`src/rtl/four_demux_reg_pkg.sv`:
```
// Shared constants for the four-lane registered demultiplexer.
// Holds the lane count, the 2-bit lane select encodings, the default
// delivered-word counter width and a helper that counts deliveries per cycle.
package four_demux_reg_pkg;

  localparam int NLANES   = 4;
  localparam int CNTW_DEF = 8;

  localparam logic [1:0] LANE0 = 2'd0;
  localparam logic [1:0] LANE1 = 2'd1;
  localparam logic [1:0] LANE2 = 2'd2;
  localparam logic [1:0] LANE3 = 2'd3;

  // Number of lanes delivering a word this cycle (0..4).
  function automatic logic [2:0] count_dlv(input logic [NLANES-1:0] dlv);
    logic [2:0] n;
    n = 3'd0;
    for (int k = 0; k < NLANES; k++) begin
      n = n + {2'b00, dlv[k]};
    end
    return n;
  endfunction

endpackage

```
`src/rtl/demux_slot.sv`:
```
// One lane of the demultiplexer: a single-word data register with valid flag.
// Latency: a write is visible on o_dat/o_vld one cycle later.
// Backpressure: o_rdy = !o_vld | i_rdy, so a lane draining this cycle can be
//   refilled in the same cycle; data is held stable while stalled.
// Ports: clk/rst, i_wr + i_dat (write from the decode), i_rdy (consumer ready),
//   o_dat/o_vld (registered lane output), o_rdy (local ready), o_dlv (delivery).
module demux_slot #(
  parameter int WIDTH = 1
) (
  input  logic             clk,
  input  logic             rst,
  input  logic             i_wr,
  input  logic [WIDTH-1:0] i_dat,
  input  logic             i_rdy,
  output logic [WIDTH-1:0] o_dat,
  output logic             o_vld,
  output logic             o_rdy,
  output logic             o_dlv
);

  logic [WIDTH-1:0] r_dat;
  logic             r_vld;
  logic             w_acc;

  assign o_dat = r_dat;
  assign o_vld = r_vld;
  assign o_dlv = r_vld & i_rdy;
  assign o_rdy = ~r_vld | i_rdy;
  // Guard against a write into a full, stalled slot even if the caller
  // did not qualify it with o_rdy.
  assign w_acc = i_wr & o_rdy;

  always_ff @(posedge clk) begin
    if (rst) begin
      r_dat <= '0;
      r_vld <= 1'b0;
    end else if (w_acc) begin
      // Covers both a fill from empty and a refill while delivering.
      r_dat <= i_dat;
      r_vld <= 1'b1;
    end else if (o_dlv) begin
      r_vld <= 1'b0;
    end
  end

endmodule

```
`src/rtl/four_demux_reg.sv`:
```
// Routes one input word to one of four registered output lanes selected by s.
// Latency: 1 cycle from accept to lane valid.
// Backpressure: ir reflects only the selected lane, so a stalled lane never
//   blocks traffic to the others; cnt counts words delivered on all lanes.
// Ports: clk/rst, i/s/iv/ir (input handshake), o0..o3/v0..v3/r0..r3 (lanes),
//   cnt (delivered-word counter, wraps modulo 2^CNTW).
module four_demux_reg
  import four_demux_reg_pkg::*;
#(
  parameter int WIDTH = 1,
  parameter int CNTW  = CNTW_DEF
) (
  input  logic             clk,
  input  logic             rst,
  input  logic [WIDTH-1:0] i,
  input  logic [1:0]       s,
  input  logic             iv,
  output logic             ir,
  output logic [WIDTH-1:0] o0,
  output logic [WIDTH-1:0] o1,
  output logic [WIDTH-1:0] o2,
  output logic [WIDTH-1:0] o3,
  output logic             v0,
  output logic             v1,
  output logic             v2,
  output logic             v3,
  input  logic             r0,
  input  logic             r1,
  input  logic             r2,
  input  logic             r3,
  output logic [CNTW-1:0]  cnt
);

  logic [NLANES-1:0] w_wr;
  logic [NLANES-1:0] w_lrdy;
  logic [NLANES-1:0] w_rdy;
  logic [NLANES-1:0] w_vld;
  logic [NLANES-1:0] w_dlv;
  logic [WIDTH-1:0]  w_dat [NLANES];
  logic [2:0]        w_ndlv;
  logic [CNTW-1:0]   r_cnt;

  assign w_lrdy = {r3, r2, r1, r0};

  // Ready select mux: only the addressed lane matters.
  always_comb begin
    ir = 1'b0;
    case (s)
      LANE0:   ir = w_rdy[0];
      LANE1:   ir = w_rdy[1];
      LANE2:   ir = w_rdy[2];
      LANE3:   ir = w_rdy[3];
      default: ir = 1'b0;
    endcase
  end

  // 2-to-4 write decode, qualified by the input handshake.
  always_comb begin
    w_wr = '0;
    if (iv && ir) begin
      case (s)
        LANE0:   w_wr[0] = 1'b1;
        LANE1:   w_wr[1] = 1'b1;
        LANE2:   w_wr[2] = 1'b1;
        LANE3:   w_wr[3] = 1'b1;
        default: w_wr    = '0;
      endcase
    end
  end

  for (genvar k = 0; k < NLANES; k++) begin : g_lane
    demux_slot #(
      .WIDTH (WIDTH)
    ) u_slot (
      .clk   (clk),
      .rst   (rst),
      .i_wr  (w_wr[k]),
      .i_dat (i),
      .i_rdy (w_lrdy[k]),
      .o_dat (w_dat[k]),
      .o_vld (w_vld[k]),
      .o_rdy (w_rdy[k]),
      .o_dlv (w_dlv[k])
    );
  end

  assign o0 = w_dat[0];
  assign o1 = w_dat[1];
  assign o2 = w_dat[2];
  assign o3 = w_dat[3];
  assign v0 = w_vld[0];
  assign v1 = w_vld[1];
  assign v2 = w_vld[2];
  assign v3 = w_vld[3];

  assign w_ndlv = count_dlv(w_dlv);

  // Wraps naturally at 2^CNTW; no saturation.
  always_ff @(posedge clk) begin
    if (rst) begin
      r_cnt <= '0;
    end else begin
      r_cnt <= r_cnt + CNTW'(w_ndlv);
    end
  end

  assign cnt = r_cnt;

endmodule

```
`config.mk`:
```
export PLATFORM = sky130hd
export DESIGN_NAME = four_demux_reg
export DESIGN_NICKNAME = d
export VERILOG_FILES = /design/src/rtl/four_demux_reg_pkg.sv /design/src/rtl/demux_slot.sv /design/src/rtl/four_demux_reg.sv
export SDC_FILE = /design/constraint.sdc
export NUM_CORES = 1
export LEC_CHECK = 0
export CAP_MARGIN = 20
export CELL_PAD_IN_SITES_DETAIL_PLACEMENT = 0
export CELL_PAD_IN_SITES_GLOBAL_PLACEMENT = 2
export CORE_UTILIZATION = 26
export DETAILED_ROUTE_END_ITERATION = 16
export GPL_TIMING_DRIVEN = 0
export PLACE_DENSITY = 0.76
export SLEW_MARGIN = 0
export SYNTH_ARGS = -nofsm -noshare
export SYNTH_HDL_FRONTEND = slang
export SYNTH_SLANG_ARGS = --single-unit
```
`constraint.sdc`:
```
create_clock -name clk -period 4.33 [get_ports clk]
set_input_delay 0.433 -clock clk [delete_from_list [all_inputs] [get_ports clk]]
set_output_delay 0.433 -clock clk [all_outputs]
set_load 0.005 [all_outputs]
```
; Word level (Yosys, flattened, before mapping)
; Cells that the tools add are included.
[classes]
n_addsub = 4
n_mul = 0
div_mod_pow = 0
n_lt_le_gt_ge = 0
n_eq_ne = 3
shift = 0
muxes = 14
n_bitwise = 16
reduce_logical = 6
[ops]
columns = op, count
row1 = $mux 1, 12
row2 = $add 8x3->8, 1
row3 = $and 1x1->1, 8
row4 = $reduce_bool 2->1, 4
row5 = $eq 2x2->1 const B, 2
row6 = $mux 4, 1
row7 = $not 1->1, 4
row8 = $or 1x1->1, 4
row9 = $pmux 1 s4, 1
row10 = $add 2x1->3, 1
row11 = $add 3x1->3, 1
row12 = $add 1x1->2, 1
row13 = $eq 2x1->1 const B, 1
row14 = $logic_not 2->1, 1
row15 = $logic_and 1x1->1, 1
[totals]
regBits = 16
latchBits = 0
mem_bits_rw = 0
romBits = 0
in_bits = 10
out_inout_bits = 17
elab_cells = 52
mem_count = 0

; Logic depth before layout (Yosys ltp)
; Gate-level depths: netlist of run 1.
[logic_depth]
word_depth = 7
ltp_mapped = 8
mapped_depth_nobuf = 8

; Hierarchy
; From an unflattened synthesis of run 1, not the netlist that was laid out.
[unflattened]
hier_cells = 79
hier_area_um2 = 818.3
[modules_own_cells]
columns = mod, instances, cells_each, area_per_inst_um2, seq_area_each_um2
row1 = four_demux_reg, 1, 43, 442.9, 160.2
row2 = demux_slot, 4, 9, 93.8, 40.0

; Least setup slack after synthesis of run 1
; OpenSTA, ideal clock, no wires.
[synth_path]
kind = input to register
startpoint = in r0
endpoint = reg r_cnt[1], in the netlist cnt[1]
t_arrival_ps = 1990
required_ps = 4216
setup_slack_ps = 2226
cell_stages = 6
n_path_buf = 0
cell_sequence = nand2_1 -> fa_1 -> fa_1 -> inv_1 -> fa_1 -> nor2b_1
[synth_via]
elab_chain_len = 5
[synth_rtl]
columns = item, line_no
row1 = from (decl), four_demux_reg.sv:27  ; input logic r0,
row2 = $and 1x1->1, demux_slot.sv:27  ; assign o_dlv = r_vld & i_rdy;
row3 = $add 1x1->2, four_demux_reg_pkg.sv:19  ; n = n + {2'b00, dlv[k]};
row4 = $add 2x1->3, four_demux_reg_pkg.sv:19
row5 = $add 3x1->3, four_demux_reg_pkg.sv:19
row6 = $add 8x3->8, four_demux_reg.sv:103  ; r_cnt <= r_cnt + CNTW'(w_ndlv);
row7 = to (signal assigned), four_demux_reg.sv:103
row8 = to (decl), four_demux_reg.sv:41  ; logic [CNTW-1:0] r_cnt;
; Every way passes these cells.
; A chain may end at the register's enable or synchronous reset.

; Worst setup path after layout of run 1
[layout_path]
startpoint = in r0
endpoint = out ir
[layout_via]
elab_chain_len = 2
[layout_rtl]
columns = item, line_no
row1 = $or 1x1->1, demux_slot.sv:28  ; assign o_rdy = ~r_vld | i_rdy;
row2 = $pmux 1 s4, four_demux_reg.sv:48  ; case (s)
row3 = to (decl), four_demux_reg.sv:18  ; output logic ir,
; Every way passes these cells.

==> tab_implementation.tex, run 1 <==
\begin{tabular}{lr}
\hline
Metric & Value \\
\hline
\multicolumn{2}{l}{\textbf{Floorplan}} \\
\quad Die Outline Area & 2987 um2 \\
\quad Effective utilization at floorplan & 0.2832 \\
\quad Placeable core region & 2545 um2 \\
\quad Number of standard-cell rows in the floorplan & 18 \\
\quad Die Width & about 55 um \\
\quad Die span in y & $\sim$55 um \\
\quad Number of top-level pins & 27 \\
\multicolumn{2}{l}{\textbf{Logic synthesis}} \\
\quad Synthesized cell area & a little over 700 um2 \\
\quad Share of the yosys chip area belonging to registers & 0.4444 \\
\quad Post-synthesis async set-or-reset flop share & 0 \\
\quad Gate count after technology mapping & 74 \\
\quad Most used flip-flop cell after synthesis & sky130\_fd\_sc\_hd\_\_dfxtp\_1 \\
\quad Area share of the leading cell type in the synthesized netlist & 0.4444 \\
\quad Post-synthesis average cell area & approximately 10 um2 \\
\quad Count leader, synth & sky130\_fd\_sc\_hd\_\_dfxtp\_1 \\
\quad Number of flops mapped to enable cells by yosys & 0 \\
\quad Synth warnings & 0 \\
\quad Synth area leaders & sky130\_fd\_sc\_hd\_\_dfxtp\_1 (44\%), sky130\_fd\_sc\_hd\_\_fa\_1 (8.3\%), sky130\_fd\_sc\_hd\_\_xor2\_1 (6.1\%), sky130\_fd\_sc\_hd\_\_nand2b\_1 (5.2\%), sky130\_fd\_sc\_hd\_\_nor2\_1 (5.2\%) \\
\quad Post-synthesis cell type count & 21 \\
\quad Total nets after synthesis & 88 \\
\quad Cell type with the highest aggregate area in the netlist & sky130\_fd\_sc\_hd\_\_dfxtp\_1 \\
\quad Commonest cells in the synthesized netlist & sky130\_fd\_sc\_hd\_\_dfxtp\_1 (16), sky130\_fd\_sc\_hd\_\_nor2\_1 (10), sky130\_fd\_sc\_hd\_\_nand2\_1 (6), sky130\_fd\_sc\_hd\_\_nand2b\_1 (6) \\
\quad Register bit total from synthesis & 16 \\
\multicolumn{2}{l}{\textbf{Place}} \\
\quad Number of buffer cells added on primary ports & 26 \\
\quad Placer Congestion & around 0.68 \\
\quad Pre-CTS setup slack & about 1.6 ns \\
\quad HPWL Detailed & between 1000 and 1500 um \\
\quad Dpl cells & 130 \\
\multicolumn{2}{l}{\textbf{Final layout}} \\
\quad P\&R area growth vs syn & 44.44\% \\
\quad Area of combinational cells with multiple inputs & roughly 390 um2 \\
\quad Proportion of layout cells with a drive suffix above 1 & 0.03883 \\
\quad Filler instances & 258 \\
\quad Ant. Diodes & 0 \\
\quad Final core utilization & 0.4090 \\
\quad Net count reported at finish & 119 \\
\quad Final cell count without fillers & approximately 130 \\
\quad Flip-flop and latch area & 320.3 um2 \\
\multicolumn{2}{l}{\textbf{CTS}} \\
\quad H-Tree Level Count & 1 \\
\quad Number of buffers inserted during clock tree synthesis & 3 \\
\quad TritonCTS clock tree & done \\
\quad CTS max path bufs & 2 \\
\quad Clock input transition at the sequential cells of the worst setup and hold paths & around 0.09 ns \\
\quad Later-pin clock latency in the skew report & around 0.28 ns \\
\quad Post-CTS setup repair buffer count & 0 \\
\quad Clock sink count & 16 \\
\quad Clock root buffer master & sky130\_fd\_sc\_hd\_\_clkbuf\_4 \\
\quad Quantity of hold-fixing buffers added after cts & 0 \\
\quad Number of gates given a new drive strength after cts & 0 \\
\multicolumn{2}{l}{\textbf{GRT}} \\
\quad Global-route wire length before repair & approximately 2400 um \\
\quad Total grt overflow & 0 \\
\quad Pin count of the biggest net entering global routing & 11 \\
\quad Number of antenna violations at the first check in global routing & 0 \\
\quad Total global routing track utilization & 0.1187 \\
\quad Via count of the first global-routing pass & around 540 \\
\multicolumn{2}{l}{\textbf{Detailed routing}} \\
\quad Post-DR wirelength/cell & $\sim$11 um \\
\quad Post-DR vias/cell & roughly 4.4 \\
\quad Drc violations & 0 \\
\quad Count of routing violations after the opening detailed-route iteration & 8 \\
\quad Final routed wirelength across all metal layers & 1506 um \\
\quad Count of nets left with antenna violations after detail routing & 0 \\
\quad Total number of vias & approximately 580 \\
\quad Detailed Routing Iterations Pass 1 & 4 \\
\multicolumn{2}{l}{\textbf{Setup path}} \\
\quad CP Data Required Time & 3.90 ns \\
\quad Setup Crit Path Kind & primary input to output port \\
\quad Worst reg-to-reg path cell count & 8 \\
\quad Worst endpoint data arrival time & 1.99 ns \\
\quad Cell type with the highest occurrence count on the critical path & sky130\_fd\_sc\_hd\_\_clkdlybuf4s50\_1 \\
\quad Crit path max fanout & 4 \\
\quad Ordered list of cells on the worst path & clkdlybuf4s50\_1, nand2b\_1, mux4\_2, clkdlybuf4s50\_1 \\
\quad Startpoint Class & primary input \\
\quad Peak per-stage delay on the critical path & $\sim$0.48 ns \\
\quad Kind of end point of the critical path & output port \\
\quad Crit-path slowest cell & sky130\_fd\_sc\_hd\_\_mux4\_2 \\
\multicolumn{2}{l}{\textbf{Timing}} \\
\quad Period utilisation layout & 0.5603 \\
\quad Worst Max-Slew Pin Slew & 0.4498 ns \\
\quad Headroom to the max-slew limit & 0.7001 \\
\quad Timing-limited maximum frequency & just over 400 MHz \\
\quad Min Clock Period, post-route & between 2 and 2.5 ns \\
\quad Number of endpoints failing setup at the final stage & 0 \\
\quad Number of endpoints with negative hold slack in the final report & 0 \\
\quad Post-route setup TNS & 0 ns \\
\quad Worst setup slack after layout & around 1.9 ns \\
\quad Post-route clock skew & about 0.0027 ns \\
\quad Setup repair after global routing missed its margin & false \\
\quad Pins Over Slew Limit & 0 \\
\multicolumn{2}{l}{\textbf{Worst hold path}} \\
\quad Hold Path Class & flop to flop \\
\quad Hold depth & 2 \\
\multicolumn{2}{l}{\textbf{Power}} \\
\quad Leakage component of the power & slightly below 0.4 nW \\
\quad Ratio of total power to cell area & 256.1 nW/um2 \\
\quad Highest ir drop seen on vdd & approximately 150 uV \\
\multicolumn{2}{l}{\textbf{Flow run}} \\
\quad Number of violations of the max-capacitance limit & 0 \\
\multicolumn{2}{l}{\textbf{Outcome}} \\
\quad Outcome & complete, no violations \\
\hline
\end{tabular}
## cell usage in the layout (no fill, tap or decap), drive strengths merged
cell type,Yosys,layout
xnor2,1,1
xor2,5,5
mux2i,3,3
nand2b,6,6
nand3b,1,1
fa,3,3
o2111ai,2,2
mux4,1,1
nand4b,1,1
inv,3,3
nand2,6,6
and3,1,1
a21oi,5,5
dfxtp,16,16
o21ai,1,1
nand3,4,4
clkbuf,1,4
nor3b,1,1
clkdlybuf4s50,0,26
ha,1,1
nor2b,2,2
nor2,10,10
## metal layers
layer / vias to the layer above / GRT usage / part of all wire
met5: - / 0 / 0
met4: 0 / 0.07692 / 0.013
met3: 2 / 0.01667 / 0.031
met2: 12 / 0.1606 / 0.44
met1: 259 / 0.1711 / 0.52
li1: 308 / - / -
## state kept, by name (all words and copies together) (netlist names)
register and flops:
g_lane.u_slot.o_vld 4, g_lane.u_slot.o_dat 4, cnt 8
## area by class of cell
type / instances / area share
inverters: 3 / 0.01082
repair buffers: 26 / 0.2500
clock buffers: 3 / 0.02163
plain buffers: 1 / 0.003606
multi-input cells: 54 / 0.3702
well taps: 30 / 0.03606
flip-flops and latches: 16 / 0.3077
## power breakdown
group | total (mW) | switching, mW | internal (mW)
registers | 0.154 | 0.00245 | 0.151
clock network | 0.0772 | 0.0450 | 0.0323
logic | 0.0357 | 0.0141 | 0.0216
total | 0.267 | 0.0615 | 0.205
## worst max-delay path, delay by kind of cell
kind                   cells  cell delay (ns)
buffers and inverters      2             0.87
AND/OR/NAND/NOR            1             0.21
multiplexers               1             0.48
## cells by family after synthesis
group / synth area share
simple gates: 0.2222
flops: 0.4444
compound gates: 0.06596
xor+xnor: 0.07292
buf+inv: 0.02083
mux: 0.07292
fa+ha+maj: 0.1007
## per-stage QoR
stage	total power, mW	hold slack, ns	cell area [um2]
after floorplan	0.1708	0.4467	720.7
after global placement	0.1930	0.4472	1018
after detailed placement	0.1929	0.4502	1018
after CTS	0.2726	0.4636	1041
after global routing	0.2819	0.4805	1041
final	0.2666	0.4598	1041
## path summary, 6_finish.rpt
| kind | start | endpoint | slack [ns] |
|---|---|---|---|
| max reg2reg | g_lane[0].u_slot.o_vld$_SDFFE_PP0P_ | cnt[4]$_SDFF_PP0_ | 2.19 |
| min | g_lane[0].u_slot.o_dat$_SDFFE_PP0P_ | g_lane[0].u_slot.o_dat$_SDFFE_PP0P_ | 0.46 |
| max | r0 | ir | 1.90 |
| min reg2reg | g_lane[0].u_slot.o_dat$_SDFFE_PP0P_ | g_lane[0].u_slot.o_dat$_SDFFE_PP0P_ | 0.46 |
No activity file was read; power rests on OpenSTA's default activity.
==> inputs of run 2 (changes only) <==
- CORE_UTILIZATION: 26 -> 24
- PLACE_DENSITY: 0.76 -> 0.71
- clock period: 4.33 -> 2.4 ns (I/O delays scaled with it)
==> run 2 against run 1 <==
  * The run now ends with DRC left
  * Design area is 0.12% higher
  * Utilization fell by 3.8 points
  * Power is 81% higher
  * Sequential cell count stayed put
  * Cell count increased by 0.75%
  * Worst hold slack improved by 0.0050 ns
  * Global-route usage decreased by 1.6 points
  * Count of clock-buffer cells in the layout unchanged
  * Routed wire length shrank 3.7%
  * Clock skew is 0.0036 ns higher
  * Largest power group unchanged
  * Highest routed layer is now met3
==> tab_implementation.tex, run 2 (synthesized netlist as in run 1, its figures left out) <==
\begin{tabular}{lr}
\hline
Metric & Value \\
\hline
\multicolumn{2}{l}{\textbf{Detailed routing}} \\
\quad Drc violations & 4 (was 0) \\
\quad Final routed wirelength across all metal layers & 1450 um (was 1506 um) \\
\quad Count of nets left with antenna violations after detail routing & 0 (unchanged) \\
\quad Post-DR wirelength/cell & 10.82 um (was 11.32 um) \\
\quad Total number of vias & 572 (was 581) \\
\quad Count of routing violations after the opening detailed-route iteration & 7 (was 8) \\
\quad Detailed Routing Iterations Pass 1 & 10 (was 4) \\
\quad Post-DR vias/cell & 4.269 (was 4.368) \\
\multicolumn{2}{l}{\textbf{Final layout}} \\
\quad Ant. Diodes & 0 (unchanged) \\
\quad Proportion of layout cells with a drive suffix above 1 & 0.03883 (unchanged) \\
\quad Final core utilization & 0.3715 (was 0.4090) \\
\quad P\&R area growth vs syn & 44.62\% (was 44.44\%) \\
\quad Final cell count without fillers & 134 (was 133) \\
\quad Net count reported at finish & 119 (unchanged) \\
\quad Most frequent standard cell in the layout excluding fill and tap cells & sky130\_fd\_sc\_hd\_\_clkdlybuf4s50\_1 (unchanged) \\
\quad Most used cells in the layout excluding fill and tap cells & sky130\_fd\_sc\_hd\_\_clkdlybuf4s50\_1 (26), sky130\_fd\_sc\_hd\_\_dfxtp\_1 (16), sky130\_fd\_sc\_hd\_\_nor2\_1 (10) (unchanged) \\
\quad Max reg flops & 8 (unchanged) \\
\quad Non-Filler Cell Area, Final & 1042 um2 (was 1041 um2) \\
\multicolumn{2}{l}{\textbf{Floorplan}} \\
\quad Effective utilization at floorplan & 0.2569 (was 0.2832) \\
\quad Number of standard-cell rows in the floorplan & 19 (was 18) \\
\quad Placeable core region & 2805 um2 (was 2545 um2) \\
\quad Die Width & 56.80 um (was 54.65 um) \\
\quad Die Outline Area & 3226 um2 (was 2987 um2) \\
\quad Number of top-level pins & 27 (unchanged) \\
\quad Die span in y & 56.80 um (was 54.65 um) \\
\multicolumn{2}{l}{\textbf{CTS}} \\
\quad Clock sink count & 16 (unchanged) \\
\quad Clock root buffer master & sky130\_fd\_sc\_hd\_\_clkbuf\_4 (unchanged) \\
\quad TritonCTS clock tree & done (unchanged) \\
\quad CTS max path bufs & 2 (unchanged) \\
\quad Clock input transition at the sequential cells of the worst setup and hold paths & 0.10 ns (was 0.09 ns) \\
\quad H-Tree Level Count & 1 (unchanged) \\
\quad Number of gates given a new drive strength after cts & 0 (unchanged) \\
\quad Quantity of hold-fixing buffers added after cts & 0 (unchanged) \\
\quad Later-pin clock latency in the skew report & 0.28 ns (about the same) \\
\quad Number of buffers inserted during clock tree synthesis & 3 (unchanged) \\
\quad Post-CTS setup repair buffer count & 0 (unchanged) \\
\multicolumn{2}{l}{\textbf{Timing}} \\
\quad Setup repair after global routing missed its margin & false (unchanged) \\
\quad Post-route clock skew & 0.006228 ns (was 0.002673 ns) \\
\quad Worst setup slack after layout & 0.2047 ns (was 1.904 ns) \\
\quad Pins Over Slew Limit & 0 (unchanged) \\
\quad Period utilisation layout & 0.9147 \\
\quad Headroom to the max-slew limit & 0.6972 (was 0.7001) \\
\quad Hold slack & 0.4648 ns (was 0.4598 ns) \\
\quad Worst Max-Slew Pin Slew & 0.4542 ns (was 0.4498 ns) \\
\quad Timing-limited maximum frequency & about 460 MHz \\
\quad Number of endpoints with negative hold slack in the final report & 0 (unchanged) \\
\quad Post-route setup TNS & 0 ns (unchanged) \\
\quad Number of endpoints failing setup at the final stage & 0 (unchanged) \\
\quad Min Clock Period, post-route & 2.195 ns \\
\multicolumn{2}{l}{\textbf{GRT}} \\
\quad Via count of the first global-routing pass & 561 (was 543) \\
\quad Number of antenna violations at the first check in global routing & 0 (unchanged) \\
\quad Total global routing track utilization & 0.1029 (was 0.1187) \\
\quad Global-route wire length before repair & 2546 um (was 2421 um) \\
\quad Total grt overflow & 0 (unchanged) \\
\quad Pin count of the biggest net entering global routing & 11 (unchanged) \\
\multicolumn{2}{l}{\textbf{Flow run}} \\
\quad Number of violations of the max-capacitance limit & 0 (unchanged) \\
\multicolumn{2}{l}{\textbf{Power}} \\
\quad PnR Total Power & 482.0 uW (was 266.6 uW) \\
\quad Ratio of total power to cell area & 462.4 nW/um2 (was 256.1 nW/um2) \\
\quad Leakage component of the power & 0.3939 nW (unchanged) \\
\quad Highest ir drop seen on vdd & 195.5 uV (was 149.5 uV) \\
\multicolumn{2}{l}{\textbf{Place}} \\
\quad Dpl cells & 131 (was 130) \\
\quad Placed standard-cell area & 1020 um2 (was 1018 um2) \\
\quad Pre-CTS setup slack & -0.09623 ns (was 1.621 ns) \\
\quad Placer Congestion & 0.6782 (was 0.6833) \\
\quad HPWL Detailed & 1161 um (was 1180 um) \\
\quad Number of buffer cells added on primary ports & 26 (unchanged) \\
\multicolumn{2}{l}{\textbf{Setup path}} \\
\quad Crit path max fanout & 3 (was 4) \\
\quad Kind of end point of the critical path & flop (was output port) \\
\quad Setup Crit Path Kind & primary input to flop (was primary input to output port) \\
\quad Startpoint Class & primary input (unchanged) \\
\quad Worst reg-to-reg path cell count & 8 (unchanged) \\
\quad Worst endpoint data arrival time & 2.35 ns (was 1.99 ns) \\
\quad CP Data Required Time & 2.56 ns (was 3.90 ns) \\
\multicolumn{2}{l}{\textbf{Worst hold path}} \\
\quad Hold depth & 2 (unchanged) \\
\quad Hold Path Class & flop to flop (unchanged) \\
\multicolumn{2}{l}{\textbf{Outcome}} \\
\quad Violated checks & DRC \\
\quad Outcome & finished, violations left (was complete, no violations) \\
\hline
\end{tabular}
==> run 2: cell counts in the layout (fill, tap and decap cells not counted) <==
No cell type changed its count.
==> run 2: area by class of cell <==
| class | instances | area [um2] |
|---|---|---|
| inverter | 3 | 11.26 |
| sequential | 16 | 320.3 |
| tap | 31 | 38.79 |
| buffer | 1 | 3.754 |
| timing repair buffer | 26 | 260.3 |
| multi-input combinational | 54 | 385.4 |
| fill | 301 | 1763 |
| clock buffer | 3 | 22.52 |
==> run 2: path summary, 6_finish.rpt <==
| path | slack, ns | end | start |
|---|---|---|---|
| worst max-delay path | 0.20 | cnt[4]$_SDFF_PP0_ | r0 |
| worst min-delay path | 0.46 | g_lane[0].u_slot.o_dat$_SDFFE_PP0P_ | g_lane[0].u_slot.o_dat$_SDFFE_PP0P_ |
| worst max register to register | 0.26 | cnt[4]$_SDFF_PP0_ | g_lane[0].u_slot.o_vld$_SDFFE_PP0P_ |
| worst min register to register | 0.46 | g_lane[0].u_slot.o_dat$_SDFFE_PP0P_ | g_lane[0].u_slot.o_dat$_SDFFE_PP0P_ |
==> run 2: report_power, final <==
group / switching [mW] / internal (mW)
combinational: 0.0249 / 0.0389
clock: 0.0826 / 0.0581
sequential: 0.00463 / 0.273
==> run 2: metal layers <==
| metal | share of wire | global-route usage | vias to the layer above |
|---|---|---|---|
| met5 | 0 | 0 | - |
| met3 | 0.047 | 0.02535 | 0 |
| li1 | - | - | 310 |
| met4 | 0 | 0.06272 | 0 |
| met1 | 0.52 | 0.1532 | 250 |
| met2 | 0.43 | 0.1293 | 12 |
==> run 2: critical path, cell delays in order <==
cell and delay [ns]:
sky130_fd_sc_hd__clkdlybuf4s50_1 0.47, sky130_fd_sc_hd__nand2_1 0.08, sky130_fd_sc_hd__fa_1 0.50, sky130_fd_sc_hd__fa_1 0.45, sky130_fd_sc_hd__inv_1 0.08, sky130_fd_sc_hd__fa_1 0.23, sky130_fd_sc_hd__nand3_1 0.10, sky130_fd_sc_hd__xor2_1 0.16
sky130_fd_sc_hd__nor2_1 0.05
